<file path="config.mk">
export PLATFORM = sky130hd
export DESIGN_NAME = lsu_mem_port
export DESIGN_NICKNAME = d
export VERILOG_FILES = /design/src/rtl/lsu_pkg.sv /design/src/rtl/lsu_mem_port_align.sv /design/src/rtl/lsu_mem_port.sv
export SDC_FILE = /design/constraint.sdc
export NUM_CORES = 1
export LEC_CHECK = 0
export ABC_CLOCK_PERIOD_IN_PS = 7200
export CAP_MARGIN = 10
export CORE_MARGIN = 3
export CORE_UTILIZATION = 50
export CTS_BUF_LIST = sky130_fd_sc_hd__clkbuf_4 sky130_fd_sc_hd__clkbuf_8 sky130_fd_sc_hd__clkbuf_16
export DETAILED_ROUTE_END_ITERATION = 6
export PLACE_DENSITY = 0.87
export SLEW_MARGIN = 20
export SYNTH_ARGS = -nofsm -noshare
export SYNTH_HDL_FRONTEND = slang
export SYNTH_SLANG_ARGS = --single-unit
</file>
<file path="constraint.sdc">
create_clock -name clk_i -period 7.2 [get_ports clk_i]
set_input_delay 1.44 -clock clk_i [delete_from_list [all_inputs] [get_ports clk_i]]
set_output_delay 1.44 -clock clk_i [all_outputs]
set_load 0.01 [all_outputs]
</file>
<file path="src/rtl/lsu_pkg.sv">
// Shared definitions for the load/store memory port: access sizes, FSM states,
// default RAM window and the window bound check.
package lsu_pkg;

    localparam logic [1:0] SZ_BYTE = 2'b00;
    localparam logic [1:0] SZ_HALF = 2'b01;
    localparam logic [1:0] SZ_WORD = 2'b10;
    localparam logic [1:0] SZ_ILL  = 2'b11;

    localparam logic [31:0] RAM_ORI_DEF = 32'h0020_0000;
    localparam logic [31:0] RAM_LEN_DEF = 32'h0010_0000;

    typedef enum logic [2:0] {
        ST_IDLE   = 3'd0,
        ST_LOAD   = 3'd1,
        ST_RMW_RD = 3'd2,
        ST_WRITE  = 3'd3,
        ST_RESP   = 3'd4
    } lsu_state_e;

    typedef struct packed {
        logic        we;
        logic [1:0]  size;
        logic        uns;
        logic        err;
        logic [31:0] addr;
        logic [31:0] wdata;
    } lsu_req_t;

    function automatic logic [2:0] size_bytes(input logic [1:0] size);
        case (size)
            SZ_BYTE: size_bytes = 3'd1;
            SZ_HALF: size_bytes = 3'd2;
            default: size_bytes = 3'd4;
        endcase
    endfunction

    // 33-bit arithmetic so that an access running past 0xFFFF_FFFF cannot wrap into the window.
    function automatic logic in_window(input logic [31:0] addr, input logic [1:0] size,
                                       input logic [31:0] ori, input logic [31:0] len);
        logic [32:0] last;
        logic [32:0] limit;
        last  = {1'b0, addr} + 33'(size_bytes(size)) - 33'd1;
        limit = {1'b0, ori} + {1'b0, len};
        in_window = (size != SZ_ILL) && (addr >= ori) && (last < limit);
    endfunction

endpackage

</file>
<file path="src/rtl/lsu_mem_port_align.sv">
// Byte/half extraction with sign or zero extension for loads, and low-lane merge
// of store data into a previously read word.
module lsu_align
    import lsu_pkg::*;
(
    input  logic [1:0]  size_i,
    input  logic        unsigned_i,
    input  logic [31:0] word_i,
    input  logic [31:0] wdata_i,
    output logic [31:0] load_o,
    output logic [31:0] merge_o
);

    logic sign_b;
    logic sign_h;

    assign sign_b = ~unsigned_i & word_i[7];
    assign sign_h = ~unsigned_i & word_i[15];

    always_comb begin
        load_o  = word_i;
        merge_o = wdata_i;
        case (size_i)
            SZ_BYTE: begin
                load_o  = {{24{sign_b}}, word_i[7:0]};
                merge_o = {word_i[31:8], wdata_i[7:0]};
            end
            SZ_HALF: begin
                load_o  = {{16{sign_h}}, word_i[15:0]};
                merge_o = {word_i[31:16], wdata_i[15:0]};
            end
            default: begin
                load_o  = word_i;
                merge_o = wdata_i;
            end
        endcase
    end

endmodule

</file>
<file path="src/rtl/lsu_mem_port.sv">
// Single-outstanding load/store port onto a combinational-read RAM; sub-word
// stores are done as read-modify-write of the 32-bit word at the access address.
module lsu_mem_port
    import lsu_pkg::*;
#(
    parameter logic [31:0] RAM_ORI = RAM_ORI_DEF,
    parameter logic [31:0] RAM_LEN = RAM_LEN_DEF
) (
    input  logic        clk_i,
    input  logic        rst_i,
    input  logic        req_valid_i,
    output logic        req_ready_o,
    input  logic        req_we_i,
    input  logic [1:0]  req_size_i,
    input  logic        req_unsigned_i,
    input  logic [31:0] req_addr_i,
    input  logic [31:0] req_wdata_i,
    output logic        rsp_valid_o,
    output logic        rsp_err_o,
    output logic [31:0] rsp_rdata_o,
    output logic        ram_rd_en_o,
    output logic [31:0] ram_rd_addr_o,
    input  logic [31:0] ram_rd_data_i,
    output logic        ram_wr_en_o,
    output logic [31:0] ram_wr_addr_o,
    output logic [31:0] ram_wr_data_o
);

    lsu_state_e  state_q, state_d;
    lsu_req_t    req_q, req_d;
    logic [31:0] word_q, word_d;

    logic        accept;
    logic        req_fault;
    logic [31:0] load_val;
    logic [31:0] merge_val;

    // Ready is gated by reset so nothing can be accepted on a reset edge.
    assign req_ready_o = rst_i & (state_q == ST_IDLE);
    assign accept      = req_valid_i & req_ready_o;
    assign req_fault   = ~in_window(req_addr_i, req_size_i, RAM_ORI, RAM_LEN);

    lsu_align u_align (
        .size_i     (req_q.size),
        .unsigned_i (req_q.uns),
        .word_i     (word_q),
        .wdata_i    (req_q.wdata),
        .load_o     (load_val),
        .merge_o    (merge_val)
    );

    always_comb begin
        state_d = state_q;
        req_d   = req_q;
        word_d  = word_q;
        case (state_q)
            ST_IDLE: begin
                if (accept) begin
                    req_d.we    = req_we_i;
                    req_d.size  = req_size_i;
                    req_d.uns   = req_unsigned_i;
                    req_d.err   = req_fault;
                    req_d.addr  = req_addr_i;
                    req_d.wdata = req_wdata_i;
                    if (req_fault) begin
                        state_d = ST_RESP;
                    end else if (!req_we_i) begin
                        state_d = ST_LOAD;
                    end else if (req_size_i == SZ_WORD) begin
                        state_d = ST_WRITE;
                    end else begin
                        state_d = ST_RMW_RD;
                    end
                end
            end
            ST_LOAD: begin
                word_d  = ram_rd_data_i;
                state_d = ST_RESP;
            end
            ST_RMW_RD: begin
                word_d  = ram_rd_data_i;
                state_d = ST_WRITE;
            end
            ST_WRITE: begin
                state_d = ST_RESP;
            end
            ST_RESP: begin
                state_d = ST_IDLE;
            end
            default: begin
                state_d = ST_IDLE;
            end
        endcase
    end

    always_ff @(posedge clk_i) begin
        if (!rst_i) begin
            state_q <= ST_IDLE;
            req_q   <= '0;
            word_q  <= '0;
        end else begin
            state_q <= state_d;
            req_q   <= req_d;
            word_q  <= word_d;
        end
    end

    // Word stores also go through the merge path: for SZ_WORD it passes wdata unchanged.
    assign ram_rd_en_o   = (state_q == ST_LOAD) || (state_q == ST_RMW_RD);
    assign ram_rd_addr_o = ram_rd_en_o ? req_q.addr : '0;
    assign ram_wr_en_o   = (state_q == ST_WRITE);
    assign ram_wr_addr_o = ram_wr_en_o ? req_q.addr : '0;
    assign ram_wr_data_o = ram_wr_en_o ? merge_val : '0;

    assign rsp_valid_o = (state_q == ST_RESP);
    assign rsp_err_o   = rsp_valid_o & req_q.err;
    assign rsp_rdata_o = (rsp_valid_o && !req_q.err && !req_q.we) ? load_val : '0;

    a_rd_wr_excl: assert property (@(posedge clk_i) disable iff (!rst_i)
        !(ram_rd_en_o && ram_wr_en_o));
    a_fault_no_mem: assert property (@(posedge clk_i) disable iff (!rst_i)
        (state_q == ST_RESP && req_q.err) |-> $past(state_q == ST_IDLE));

endmodule
</file>
==> metrics.md <==
| Metric | Value |
|---|---|
| Seq/Total Area, Yosys | `a little under a third` |
| Floorplan core area | `0.0133 sq mm` |
| Clock-pin transition on the worst setup and hold timing paths | `0.07 ns` |
| Wire length per cell | `16.0 um` |
| Routed Wire Length | `roughly 21,000 um` |
| Ant diodes | `0` |
| Final HPWL DP | `15,800 um` |
| Tmin final | `4.96 ns` |
| Final #Nets | `1,284` |
| Hold/Removal Path Class | `flip-flop to flip-flop` |
| Mapped Cells | `933` |
| CP max-delay cell | `a2111oi_0` |
| Iter 0 DRT Violations | `523` |
| Dpl cells | `1,297` |
| CP Max Fanout | `4` |
| CTS tree | `done` |
| Post-DP Area | `0.00925 sq mm` |
| Netlist Area Pre-Place | `0.00684 sq mm` |
| Max-Cap Viols | `0` |
| PortBufs | `~240` |
| Setup violations, final | `0` |
| Die X | `123 um` |
| Setup crit end kind | `flip-flop` |
| Avg Vias per Cell | `5.40` |
| GRT Util Overall | `27.2%` |
| Hold Buf Count CTS | `0` |
| Final Hold Viols | `0` |
| Later-pin clock latency in the skew report | `0.35 ns` |
| Status | `complete, no violations` |
| Synth Flop Type | `dfxtp_1` |
| Clock Skews | `0.00658 ns` |
| Pin count of the biggest net entering global routing | `102` |
| Worst VDD drop | `0.112 mV` |
| CTS root buffer | `clkbuf_16` |
| Initial core utilization | `about half` |
| Num CTS Buffers | `9` |
| DIE AREA | `0.0151 sq mm` |
| Clock buffer depth | `2` |
| Most frequent cells in the layout | `clkdlybuf4s50_1 (234), nand2_1 (182), dfxtp_1 (104), and2_1 (83), o21ai_0 (81)` |
| Pwr dens | `145 mW/mm^2` |
| Postcts setup bufs | `0` |
| CP Class | `input port to flip-flop` |
| DRT antenna net count | `0` |
| Crit path cell chain | `clkdlybuf4s50_1 > inv_1 > ha_1 > inv_1 > ha_1 > a2111oi_0 > a221o_1 > o21ai_1 > a22oi_1 > o221ai_1 > xor2_1 > or4b_4 > a2111oi_4 > a32o_1` |
| Ys Warns | `0` |
| RSZ-0062 raised after global routing | `false` |
| WHS | `0.457 ns` |
| Worst EP arrival | `5.26 ns` |
| H-tree depth | `3` |
| Final Non-Filler Cells | `1,313` |
| First-pass GRT wire length | `approximately 33,000 um` |
| Final core utilization | `71.8%` |
| Most common cell after layout, fill and taps aside | `clkdlybuf4s50_1` |
| Total clock sinks | `104` |
| TNS Setup | `0 ns` |
| Syn_area_per_cell | `7.33 sq um` |
| Post-route DRC | `0` |
| Fmax achieved | `around 0.20 GHz` |
| CP required | `7.49 ns` |
| Max Slew Vio Count | `0` |
| Remaining global-route overflow | `0` |
| Final Cycle Share | `68.9%` |
| I/O pins | `236` |
| Slew margin rel. | `27.9%` |
| FFs w/ async S/R, synth | `0%` |
| Post-synth cell types | `70` |
| CP Launch Type | `input port` |
| Tightest Pin Transition | `~1.1 ns` |
| DR vias | `between 7,000 and 8,000` |
| Leakage power | `about 0.0036 uW` |
| Synth Register Bits | `~100` |
| Detailed-router iteration count before antenna repair | `5` |
| Syn_nets | `1,085` |
| Design area | `0.00955 sq mm` |
| CTS resizes | `0` |
| Rows | `42` |
| Post-synth EDFFs | `0` |
| Initial antenna violation count | `1` |
| Share of layout cells above drive strength 1 | `3.96%` |
| Critical path's largest stage delay | `roughly 0.63 ns` |
| Syn-to-layout area delta | `39.6%` |
| Vert. Die Dim | `123 um` |
| GPL Wtd Cong | `0.980` |
| Vias in the first global route | `6,640` |
-- routing by layer --
| metal | up-vias | GRT usage (%) | routed length (um) |
|---|---|---|---|
| met4 | 2 | 6.93 | 439 |
| li1 | 3546 | - | - |
| met5 | - | 0 | 12 |
| met1 | 3258 | 33.1 | 8730 |
| met3 | 35 | 6.86 | 1550 |
| met2 | 248 | 47.8 | 10300 |
-- cell families after synthesis --
| logic type | after synthesis | synth area share (%) |
|---|---|---|
| flops | 104 | 30.5 |
| xor+xnor | 8 | 1.03 |
| compound gates | 232 | 21.5 |
| simple gates | 402 | 28.8 |
| mux | 18 | 2.65 |
| fa+ha+maj | 49 | 8.97 |
| buf+inv | 120 | 6.59 |
-- metrics by stage --
stage / setup slack, ns / total power [uW]
detailed placement: 1.92 / 917
global placement: 2.00 / 913
floorplan: 2.65 / 803
CTS: 2.25 / 1390
finish: 2.24 / 1380
global route: 2.02 / 1450
-- state kept, by name, indices dropped and copies added, names as in the netlist --
register and flops:
req_q 69, word_q 32, state_q 3
-- area by class of cell --
type,instances,area (sq um)
Clock inverter,6,55.1
Inverter,68,255
Fill cell,1121,3750
Tap cell,176,220
Clock buffer,10,233
Timing Repair Buffer,240,2380
Sequential cell,104,2080
Multi-Input combinational cell,709,4320
-- where the power goes --
group	switching, uW	internal [uW]
Clock	233	243
Sequential	16.8	603
Combinational	154	134
-- worst paths after layout --
check | end | slack, ns | cells past startpoint | start
worst max-delay path | state_q[0] | 2.24 | 14 | req_size_i[1]
worst min-delay path | req_q[6] | 0.46 | 2 | req_q[6]
worst max register to register | word_q[17] | 5.08 | 7 | state_q[1]
worst min register to register | req_q[6] | 0.46 | 2 | req_q[6]
-- worst max-delay path: cells and delay by family --
kind / cells / cell delay (ns)
buf+inv: 3 / 0.64
compound gates: 7 / 1.98
fa+ha+maj: 2 / 0.50
simple gates: 1 / 0.54
xor+xnor: 1 / 0.17
-- synth_stat cells (2+ instances only) --
cell | n | area (sq um)
a21oi_1 | 58 | 290
xnor2_1 | 6 | 52.6
nand3_1 | 41 | 205
o211a_1 | 2 | 20.0
dfxtp_1 | 104 | 2080
nor2_1 | 34 | 128
o21bai_1 | 3 | 22.5
o211ai_1 | 4 | 30.0
nand2_1 | 183 | 687
a311oi_1 | 2 | 17.5
and2_1 | 83 | 519
nand4_1 | 4 | 25.0
a21boi_0 | 32 | 240
clkbuf_1 | 47 | 176
nand3b_1 | 4 | 30.0
mux2i_1 | 17 | 170
a211o_1 | 3 | 26.3
or2_2 | 3 | 18.8
a31oi_1 | 3 | 18.8
o21ai_1 | 5 | 25.0
or3_1 | 2 | 12.5
a2111o_1 | 2 | 22.5
o211ai_2 | 2 | 25.0
o21ai_0 | 81 | 405
o2111ai_1 | 2 | 17.5
a21o_1 | 6 | 45.0
o31ai_1 | 3 | 22.5
nand2b_1 | 12 | 75.1
xor2_1 | 2 | 17.5
buf_1 | 5 | 18.8
inv_1 | 68 | 255
a22oi_1 | 2 | 15.0
nor2b_1 | 9 | 56.3
nor3_1 | 7 | 35.0
and3_1 | 4 | 25.0
o221ai_1 | 2 | 17.5
ha_1 | 49 | 613
a211oi_1 | 3 | 22.5
and2_2 | 2 | 15.0
a32o_1 | 2 | 20.0
Note: power is estimated with default switching activity, not from simulation.
